===== src/rtl/wb_uart_stream_bridge.sv =====
// ============================================================================
// wb_uart_stream_bridge: Wishbone master turning wb_uart FIFOs into byte streams
// Revision: 1.0
// ============================================================================
`default_nettype none

module wb_uart_stream_bridge #(
  parameter int DATA_BITS        = 8,
  parameter int TX_FIFO_CAPACITY = 8,
  parameter int ACK_TIMEOUT      = 15,
  parameter int POLL_GAP         = 4
) (
  input  logic                 i_clk,
  input  logic                 i_rst_n,
  output logic [31:0]          wb_addr_out,
  output logic [31:0]          wb_data_out,
  input  logic [31:0]          wb_data_in,
  output logic                 wb_write_enable_out,
  output logic                 wb_strobe_out,
  input  logic                 wb_acknowledge_in,
  input  logic [DATA_BITS-1:0] i_tx_data,
  input  logic                 i_tx_valid,
  output logic                 o_tx_ready,
  output logic [DATA_BITS-1:0] o_rx_data,
  output logic                 o_rx_valid,
  input  logic                 i_rx_ready,
  output logic                 o_bus_error,
  output logic                 o_busy
);

  localparam int c_TMR_W = $clog2(ACK_TIMEOUT + 1);
  localparam int c_GAP_W = $clog2(POLL_GAP + 2);

  localparam logic [c_TMR_W-1:0] c_TMR_LAST = c_TMR_W'(ACK_TIMEOUT - 1);
  localparam logic [c_GAP_W-1:0] c_GAP_LOAD = c_GAP_W'(POLL_GAP);
  localparam logic [7:0]         c_TX_CAP   = 8'(TX_FIFO_CAPACITY);

  localparam logic [31:0] c_ADDR_RX_FILL = 32'h0000_0001;
  localparam logic [31:0] c_ADDR_TX_FILL = 32'h0000_0002;
  localparam logic [31:0] c_ADDR_RX_DATA = 32'h0000_0011;
  localparam logic [31:0] c_ADDR_TX_DATA = 32'h0000_0012;

  localparam logic [2:0] c_IDLE    = 3'd0;
  localparam logic [2:0] c_POLL_RX = 3'd1;
  localparam logic [2:0] c_POP_RX  = 3'd2;
  localparam logic [2:0] c_POLL_TX = 3'd3;
  localparam logic [2:0] c_PUSH_TX = 3'd4;

  logic [2:0]           r_state;
  logic [2:0]           w_next_state;
  logic                 r_issue;
  logic [c_TMR_W-1:0]   r_tmr;
  logic [31:0]          r_addr;
  logic [DATA_BITS-1:0] r_wdata;
  logic [7:0]           r_rx_credit;
  logic [7:0]           r_tx_credit;
  logic [c_GAP_W-1:0]   r_rx_gap;
  logic [c_GAP_W-1:0]   r_tx_gap;
  logic                 r_rr_tx;
  logic [DATA_BITS-1:0] r_rx_data;
  logic                 r_rx_valid;
  logic                 r_bus_error;

  logic       w_wait;
  logic       w_ack;
  logic       w_timeout;
  logic       w_need_rx_poll;
  logic       w_need_tx_poll;
  logic [7:0] w_fill;
  logic [7:0] w_tx_free;
  logic       w_unused_data;

  // The strobe cycle never samples the acknowledge; only the wait cycles do.
  assign w_wait    = (r_state != c_IDLE) && !r_issue;
  assign w_ack     = w_wait && wb_acknowledge_in;
  assign w_timeout = w_wait && !wb_acknowledge_in && (r_tmr == c_TMR_LAST);

  assign w_need_rx_poll = !r_rx_valid && (r_rx_credit == 8'd0) && (r_rx_gap == '0);
  assign w_need_tx_poll = i_tx_valid && (r_tx_credit == 8'd0) && (r_tx_gap == '0);

  assign w_fill        = wb_data_in[7:0];
  assign w_tx_free     = (w_fill > c_TX_CAP) ? 8'd0 : (c_TX_CAP - w_fill);
  assign w_unused_data = ^wb_data_in[31:8];

  always_ff @(posedge i_clk or negedge i_rst_n) begin
    if (!i_rst_n) begin
      r_state <= c_IDLE;
      r_issue <= 1'b0;
      r_tmr   <= '0;
    end else begin
      r_state <= w_next_state;
      r_issue <= (r_state == c_IDLE) && (w_next_state != c_IDLE);
      if (r_issue) begin
        r_tmr <= '0;
      end else if (w_wait) begin
        r_tmr <= r_tmr + c_TMR_W'(1);
      end
    end
  end

  always_comb begin
    w_next_state = r_state;
    case (r_state)
      c_IDLE: begin
        if ((r_rx_credit != 8'd0) && !r_rx_valid) begin
          w_next_state = c_POP_RX;
        end else if (i_tx_valid && (r_tx_credit != 8'd0)) begin
          w_next_state = c_PUSH_TX;
        end else if (w_need_rx_poll && w_need_tx_poll) begin
          w_next_state = r_rr_tx ? c_POLL_TX : c_POLL_RX;
        end else if (w_need_rx_poll) begin
          w_next_state = c_POLL_RX;
        end else if (w_need_tx_poll) begin
          w_next_state = c_POLL_TX;
        end
      end
      default: begin
        if (w_ack || w_timeout) begin
          w_next_state = c_IDLE;
        end
      end
    endcase
  end

  // The TX byte is driven straight from the stream in the strobe cycle, then held from r_wdata.
  always_comb begin
    wb_strobe_out       = r_issue;
    wb_write_enable_out = (r_state == c_PUSH_TX);
    wb_data_out         = 32'd0;
    o_tx_ready          = 1'b0;
    if (r_state == c_PUSH_TX) begin
      if (r_issue) begin
        wb_data_out = 32'(i_tx_data);
        o_tx_ready  = 1'b1;
      end else begin
        wb_data_out = 32'(r_wdata);
      end
    end
    o_busy = (r_state != c_IDLE);
  end

  assign wb_addr_out = r_addr;
  assign o_rx_data   = r_rx_data;
  assign o_rx_valid  = r_rx_valid;
  assign o_bus_error = r_bus_error;

  always_ff @(posedge i_clk or negedge i_rst_n) begin
    if (!i_rst_n) begin
      r_addr      <= 32'd0;
      r_wdata     <= '0;
      r_rx_credit <= 8'd0;
      r_tx_credit <= 8'd0;
      r_rx_gap    <= '0;
      r_tx_gap    <= '0;
      r_rr_tx     <= 1'b0;
      r_rx_data   <= '0;
      r_rx_valid  <= 1'b0;
      r_bus_error <= 1'b0;
    end else begin
      if ((r_state == c_IDLE) && (w_next_state != c_IDLE)) begin
        case (w_next_state)
          c_POLL_RX: r_addr <= c_ADDR_RX_FILL;
          c_POP_RX:  r_addr <= c_ADDR_RX_DATA;
          c_POLL_TX: r_addr <= c_ADDR_TX_FILL;
          default:   r_addr <= c_ADDR_TX_DATA;
        endcase
        if (w_next_state == c_POLL_RX) begin
          r_rr_tx <= 1'b1;
        end else if (w_next_state == c_POLL_TX) begin
          r_rr_tx <= 1'b0;
        end
      end

      if ((r_state == c_PUSH_TX) && r_issue) begin
        r_wdata <= i_tx_data;
      end

      r_rx_gap <= (r_rx_gap != '0) ? (r_rx_gap - c_GAP_W'(1)) : '0;
      r_tx_gap <= (r_tx_gap != '0) ? (r_tx_gap - c_GAP_W'(1)) : '0;

      if (r_rx_valid && i_rx_ready) begin
        r_rx_valid <= 1'b0;
      end

      if (w_ack) begin
        case (r_state)
          c_POLL_RX: begin
            r_rx_credit <= w_fill;
            if (w_fill == 8'd0) begin
              r_rx_gap <= c_GAP_LOAD;
            end
          end
          c_POP_RX: begin
            r_rx_data  <= wb_data_in[DATA_BITS-1:0];
            r_rx_valid <= 1'b1;
            if (r_rx_credit != 8'd0) begin
              r_rx_credit <= r_rx_credit - 8'd1;
            end
          end
          c_POLL_TX: begin
            r_tx_credit <= w_tx_free;
            if (w_tx_free == 8'd0) begin
              r_tx_gap <= c_GAP_LOAD;
            end
          end
          default: begin
            if (r_tx_credit != 8'd0) begin
              r_tx_credit <= r_tx_credit - 8'd1;
            end
          end
        endcase
      end

      // An abandoned transaction leaves the slave state unknown, so credits must be re-polled.
      if (w_timeout) begin
        r_bus_error <= 1'b1;
        r_rx_credit <= 8'd0;
        r_tx_credit <= 8'd0;
      end
    end
  end

endmodule

`default_nettype wire

===== config.mk =====
export PLATFORM = sky130hd
export DESIGN_NAME = wb_uart_stream_bridge
export DESIGN_NICKNAME = d
export VERILOG_FILES = /design/src/rtl/wb_uart_stream_bridge.sv
export SDC_FILE = /design/constraint.sdc
export NUM_CORES = 1
export LEC_CHECK = 0
export CORE_MARGIN = 3
export CORE_UTILIZATION = 30
export CTS_CLUSTER_DIAMETER = 80
export DETAILED_ROUTE_END_ITERATION = 8
export PLACE_DENSITY = 0.69
export REMOVE_ABC_BUFFERS = 1
export SKIP_LAST_GASP = 1
export SYNTH_ARGS = -nofsm -noshare
export SYNTH_HDL_FRONTEND = slang
export SYNTH_SLANG_ARGS = --single-unit

===== constraint.sdc =====
create_clock -name i_clk -period 3.1 [get_ports i_clk]
set_clock_uncertainty 0.05 [all_clocks]
set_input_delay 0.465 -clock i_clk [delete_from_list [all_inputs] [get_ports i_clk]]
set_output_delay 0.465 -clock i_clk [all_outputs]
set_load 0.01 [all_outputs]

# Yosys cells after proc, flatten, opt, wreduce, memory -nomap -nowiden
# Index checks and enable logic that the tools add are counted.
dict set report op_classes {
  addsub 6
  magnitude_cmp 1
  eq_ne 10
  muxes 37
  reduce_logical 41
}
# cell count
set ops {}
lappend ops {{8-bit two-way mux} 9}
lappend ops {{3-bit two-way mux} 15}
lappend ops {{8-bit zero test} 4}
lappend ops {{8-bit one-hot mux with 2 select lines} 2}
lappend ops {{3-bit nonzero test} 6}
lappend ops {{8-bit nonzero test} 2}
lappend ops {{8-bit by 1-bit subtractor with 8-bit output, second input constant} 2}
lappend ops {{5-bit one-hot mux with 3 select lines} 1}
lappend ops {{1-bit logical AND} 14}
lappend ops {{3-bit by 2-bit equality test with 1-bit output, second input constant} 4}
lappend ops {{3-bit zero test} 3}
lappend ops {{8-bit by 4-bit > comparator with 1-bit output, second input constant} 1}
lappend ops {{4-bit two-way mux} 2}
lappend ops {{4-bit by 8-bit subtractor with 8-bit output, first input constant} 1}
lappend ops {{1-bit two-way mux} 7}
lappend ops {{3-bit by 1-bit equality test with 1-bit output, second input constant} 2}
lappend ops {{3-bit AND reduction} 2}
lappend ops {{2-bit nonzero test} 3}
lappend ops {{3-bit by 1-bit subtractor with 3-bit output, second input constant} 2}
lappend ops {{4-bit by 1-bit adder with 4-bit output, second input constant} 1}
lappend ops {{4-bit equality test, second input constant} 1}
lappend ops {{2-bit AND reduction} 2}
lappend ops {{3-bit equality test, second input constant} 1}
lappend ops {{1-bit zero test} 3}
lappend ops {{5 further kinds} 5}
dict set report totals {
  reg_bits 81
  input_bits 45
  output_inout_bits 78
  wordCells 108
}

# Logic depth before layout (Yosys ltp)
dict set report depth {
  word_depth 12
  depth_mapped 8
  depth_no_buf 7
}

# Worst setup path after synthesis
# OpenSTA, ideal clock, no wires.
dict set report synth_path {
  path_type {register -> register}
  from {reg r_tx_gap[0]}
  to {reg r_addr[0] (netlist: wb_addr_out[0])}
  setup_ns 0.124
  arrival_time_ns 1.996
  path_slack_ns 0.930
  path_stages_with_launch 8
  cell_sequence {dfrtp_1 nor2_1 ha_1 or4b_2 nor4_1 o22ai_1 and3b_1 a211o_1}
}
dict set report synth_via {
  elab_chain_len 10
  elab_cells_between_ends 15
  classes_between {eq/ne (3); mux (7); reduce/logical (5)}
}
# element line_no
set synth_lines {}
lappend synth_lines {{from (decl)} 58} ;# logic [c_GAP_W-1:0] r_tx_gap;
lappend synth_lines {{from (signal assigned)} 179} ;# r_tx_gap <= (r_tx_gap != '0) ? (r_tx_gap - c_GAP_W'(1)) : '0;
lappend synth_lines {{from (signal assigned)} 203} ;# r_tx_gap <= c_GAP_LOAD;
lappend synth_lines {{3-bit zero test (*)} 79} ;# assign w_need_tx_poll = i_tx_valid && (r_tx_credit == 8'd0) && (r_tx_gap == '0);
lappend synth_lines {{1-bit logical AND (*)} 79}
lappend synth_lines {{3-bit two-way mux} 113} ;# end else if (w_need_tx_poll) begin
lappend synth_lines {{3-bit two-way mux} 111} ;# end else if (w_need_rx_poll) begin
lappend synth_lines {{3-bit two-way mux (*)} 109} ;# end else if (w_need_rx_poll && w_need_tx_poll) begin
lappend synth_lines {{3-bit two-way mux (*)} 107} ;# end else if (i_tx_valid && (r_tx_credit != 8'd0)) begin
lappend synth_lines {{3-bit two-way mux (*)} 105} ;# if ((r_rx_credit != 8'd0) && !r_rx_valid) begin
lappend synth_lines {{3-bit two-way mux (*)} 103} ;# case (r_state)
lappend synth_lines {{3-bit by 2-bit equality test with 1-bit output, or another cell as far along} 161} ;# case (w_next_state)
lappend synth_lines {{5-bit one-hot mux with 3 select lines / 1-bit logical AND (equally long branches)} {161, 160}}
lappend synth_lines {{to (signal assigned)} 162} ;# c_POLL_RX: r_addr <= c_ADDR_RX_FILL;
lappend synth_lines {{to (signal assigned)} 163} ;# c_POP_RX: r_addr <= c_ADDR_RX_DATA;
lappend synth_lines {{to (signal assigned)} 164} ;# c_POLL_TX: r_addr <= c_ADDR_TX_FILL;
lappend synth_lines {{to (decl)} 53} ;# logic [31:0] r_addr;
# Mark *: on every way between the ends. The rest lies on a longest branch, timed or not.
# A chain may end at the register's enable or synchronous reset.

# Worst setup path after layout
dict set report layout_path {
  from {reg r_state[0]}
  to {out o_tx_ready}
}
dict set report layout_via {
  elab_chain_len 2
}
# element line_no
set layout_lines {}
lappend layout_lines {{from (decl)} 49} ;# logic [2:0] r_state;
lappend layout_lines {{from (signal assigned)} 87} ;# r_state <= c_IDLE;
lappend layout_lines {{from (signal assigned)} 91} ;# r_state <= w_next_state;
lappend layout_lines {{3-bit equality test} 131} ;# if (r_state == c_PUSH_TX) begin
lappend layout_lines {{1-bit two-way mux} 131}
lappend layout_lines {{to (decl)} 23} ;# output logic o_tx_ready,
# Every way passes these cells.

==> impl_metrics.yaml <==
global_routing:
  number_of_antenna_violations_at_the_first_check_in_global_routing: 0
  globalRouteTotalUtil_pct: 11.7
  grt_start_max_net_pins: 29
  gr-total-overflow: 0
  vias_in_the_first_global_route: 2589
  wire_length_of_the_first_global_routing_pass_um: 12200
clock_network:
  clk_root_buffer_cell: "sky130_fd_sc_hd__clkbuf_8"
  clk-insertion-delay-late_ps: 310
  cts_setup_buffers: 0
  htree_num_levels: 2
  clk_pin_slew_ps: 90
  cts.sink_count: 52
  cts_tree: "done"
  post_cts_resize_count: 0
  cts.hold.buffers_added: 0
  cts.path.max_buffers: 2
  cts-buffers-inserted: 5
sta:
  post-route-min-period_ps: 2650
  tightest_slew_ps: 612
  timing.max_slew.rel_slack_pct: 58.6
  timing.setup.tns_ps: 0
  hold_viol: 0
  unrepaired_setup_endpoints_after_global_routing: "no"
  drv_slew: 0
  fmax_ghz: 0.378
  setup_viol_count_final: 0
  worst_slack_ps: 455
  final.period_utilization_pct: 85.3
job:
  cap_violations: 0
worst_setup_path:
  start_to_end_type_of_the_worst_setup_path: "flip-flop to output pin"
  crit_family: "simple AND/OR/NAND/NOR gates"
  path_cells: "nor2_1, and3_1, clkdlybuf4s50_1"
  maximum_fanout_count_along_the_critical_path: 9
  worst-path-buf-inv: 1
  critPathCaptureType: "output pin"
  timing.critical_path.slowest_cell_delay_ps: 630
  cp.required_ps: 2580
  timing.critical_path.from_type: "flip-flop"
  worst_path_max_delay_cell: "sky130_fd_sc_hd__clkdlybuf4s50_1"
  arrival_ps: 2130
yosys:
  syn_inst: 361
  seq_area_frac_synth_pct: 38.8
  async_flop_share_pct: 100
  yosys_most_used_dff: "sky130_fd_sc_hd__dfrtp_1"
  synth.lib_cells_used.distinct: 61
  ff_latch_count_synth: 52
  synth-warning-count: 0
  post_synth.cell_area_avg_um2: 9.29
  number_of_enable_flip_flop_cells_after_synthesis: 0
  mappedNetlistArea_um2: 3350
floorplan:
  design.portCount: 123
  placementRows: 37
  die_height_um: 112
  floorplan.core_area_um2: 10600
  initial_core_util_pct: 31.6
  dieArea_um2: 12500
  chipWidth_um: 112
status:
  run_status: "completed"
place:
  dp.final_hpwl_um: 5650
  gp_congestion: 0.778
  preCtsSetupSlack_ps: 504
  dp_cells: 533
  placement.io_buffers: 45
final_layout:
  layout.cells.most_common: "sky130_fd_sc_hd__conb_1"
  instances_no_fill: 540
  flow.area_growth_from_synthesis_pct: 14.1
  mostFrequentLayoutCells: "sky130_fd_sc_hd__conb_1 (53), sky130_fd_sc_hd__dfrtp_1 (52), sky130_fd_sc_hd__clkdlybuf4s50_1 (44)"
  n_antenna_cell: 0
  nets: 460
  final_layout_size_suffix_gt1_share_pct: 8.91
routing:
  first_pass_iters: 5
  routed-wl-met3_um: 488
  highest_layer: "met4"
  drt_first_iter_violations: 130
  finalWirelength_um: 7370
  detail-route-antenna-nets: 0
  route.met2.wl_um: 3650
  detail_route.wl_per_cell_um: 13.7
  dr_total_vias: 2584
  drc_violation_count_after_routing: 0
  met1Wirelength_um: 3170
  post_drt_via_cell_ratio: 4.79
pwr:
  cellPowerDensity_nw_per_um2: 837
  ir_worst_vdd_uv: 283
  power_leakage_nw: 1.78
worst_hold_path:
  min_path_type: "input port to async pin"
## power by group
part	total (W)	internal, W	switching (W)
Clock	0.000419	0.000199	0.000220
Sequential	0.00120	0.000943	0.000259
Combinational	0.00158	0.000727	0.000856
Total	0.00320	0.00187	0.00133
## per-layer routing
layer,global-route usage [%],up-vias
met5,0,-
met3,2.77,8
met2,20.7,95
met4,2.84,0
met1,14.3,1229
li1,-,1252
## worst paths after layout
| path | from | to | slack (ps) | cells past startpoint |
|---|---|---|---|---|
| setup reg to reg | r_tx_gap[0] | wb_addr_out[0] | 640 | 7 |
| min in group i_clk | r_tx_gap[0] | r_tx_gap[0] | 420 | 1 |
| setup / recovery | r_state[0] | o_tx_ready | 450 | 3 |
| max in group asynchronous | i_rst_n | r_wdata[7] | 2130 | 2 |
| hold reg to reg | r_tx_gap[0] | r_tx_gap[0] | 420 | 1 |
| hold / removal | i_rst_n | r_tx_gap[0] | 90 | 1 |
## worst register-to-register path: cells and delay by family, from the launching register on
family	cells	cell delay (ps)
flops	1	400
compound gates	2	400
simple gates	4	1250
fa+ha+maj	1	260
## cell type report
type / instances / area (µm²)
multi-input combinational: 278 / 1720
sequential: 52 / 1300
timing repair buffer: 49 / 475
fill: 1081 / 6770
clock buffer: 7 / 96.3
inverter: 18 / 67.6
tap: 136 / 170
## logic make-up after synthesis
kind of cell               after synthesis  synth area share, %
AOI/OAI and AO/OA                       70                 13.8
xor gates and xnor gates                 4                 1.04
adders and majority gates               11                 4.10
buffers and inverters                   83                 15.8
DFF                                     52                 38.8
muxes                                   23                 7.39
other                                    1                0.112
and+or+nand+nor                        117                 19.0
## metrics by stage
step                power [W]  hold WS [ps]  cell area, µm²  util [%]
global placement      0.00273           400            3730      35.2
finish                0.00320          93.4            3830      36.1
floorplan             0.00223           119            3090         -
global route          0.00349           134            3830      36.1
detailed placement    0.00279           411            3730      35.2
CTS                   0.00323           110            3830      36.1
## registers in the layout (all words and copies together), names as in the netlist
register	count
o_rx_data	8
r_rx_credit	8
r_tx_credit	8
r_wdata	8
r_tmr	4
r_rx_gap	3
r_state	3
r_tx_gap	3
wb_addr_out	3
o_bus_error	1
o_rx_valid	1
r_rr_tx	1
wb_strobe_out	1
## cells in the mapped netlist (all sizes together), types with 2 or more instances
| library cell | instances | area share, % |
|---|---|---|
| mux2 | 14 | 4.7 |
| and3 | 4 | 0.75 |
| mux2i | 9 | 2.7 |
| ha | 11 | 4.1 |
| nand2 | 26 | 2.9 |
| o2bb2ai | 2 | 0.52 |
| o21ai | 13 | 1.9 |
| inv | 18 | 2.0 |
| nand3b | 2 | 0.45 |
| nor2 | 34 | 3.8 |
| dfrtp | 52 | 39 |
| a211o | 4 | 1.0 |
| o31ai | 2 | 0.45 |
| nor3 | 6 | 1.2 |
| a22o | 2 | 0.52 |
| buf | 60 | 13 |
| xnor2 | 2 | 0.52 |
| or4b | 4 | 1.2 |
| o2111ai | 3 | 0.78 |
| nand2b | 3 | 0.56 |
| a21o | 5 | 1.2 |
| nand3 | 13 | 1.9 |
| a21oi | 18 | 2.7 |
| nor4 | 4 | 1.4 |
| a22oi | 2 | 0.45 |
| a31oi | 4 | 0.75 |
| clkbuf | 5 | 0.86 |
| nor2b | 2 | 0.37 |
| or3b | 2 | 0.52 |
| o211ai | 2 | 0.45 |
| or2 | 2 | 0.37 |
| and3b | 2 | 0.52 |
| o22ai | 5 | 0.93 |
| or4 | 4 | 0.90 |
| nor3b | 4 | 0.90 |
| xor2 | 2 | 0.52 |
Note: power is estimated with default switching activity, not from simulation.
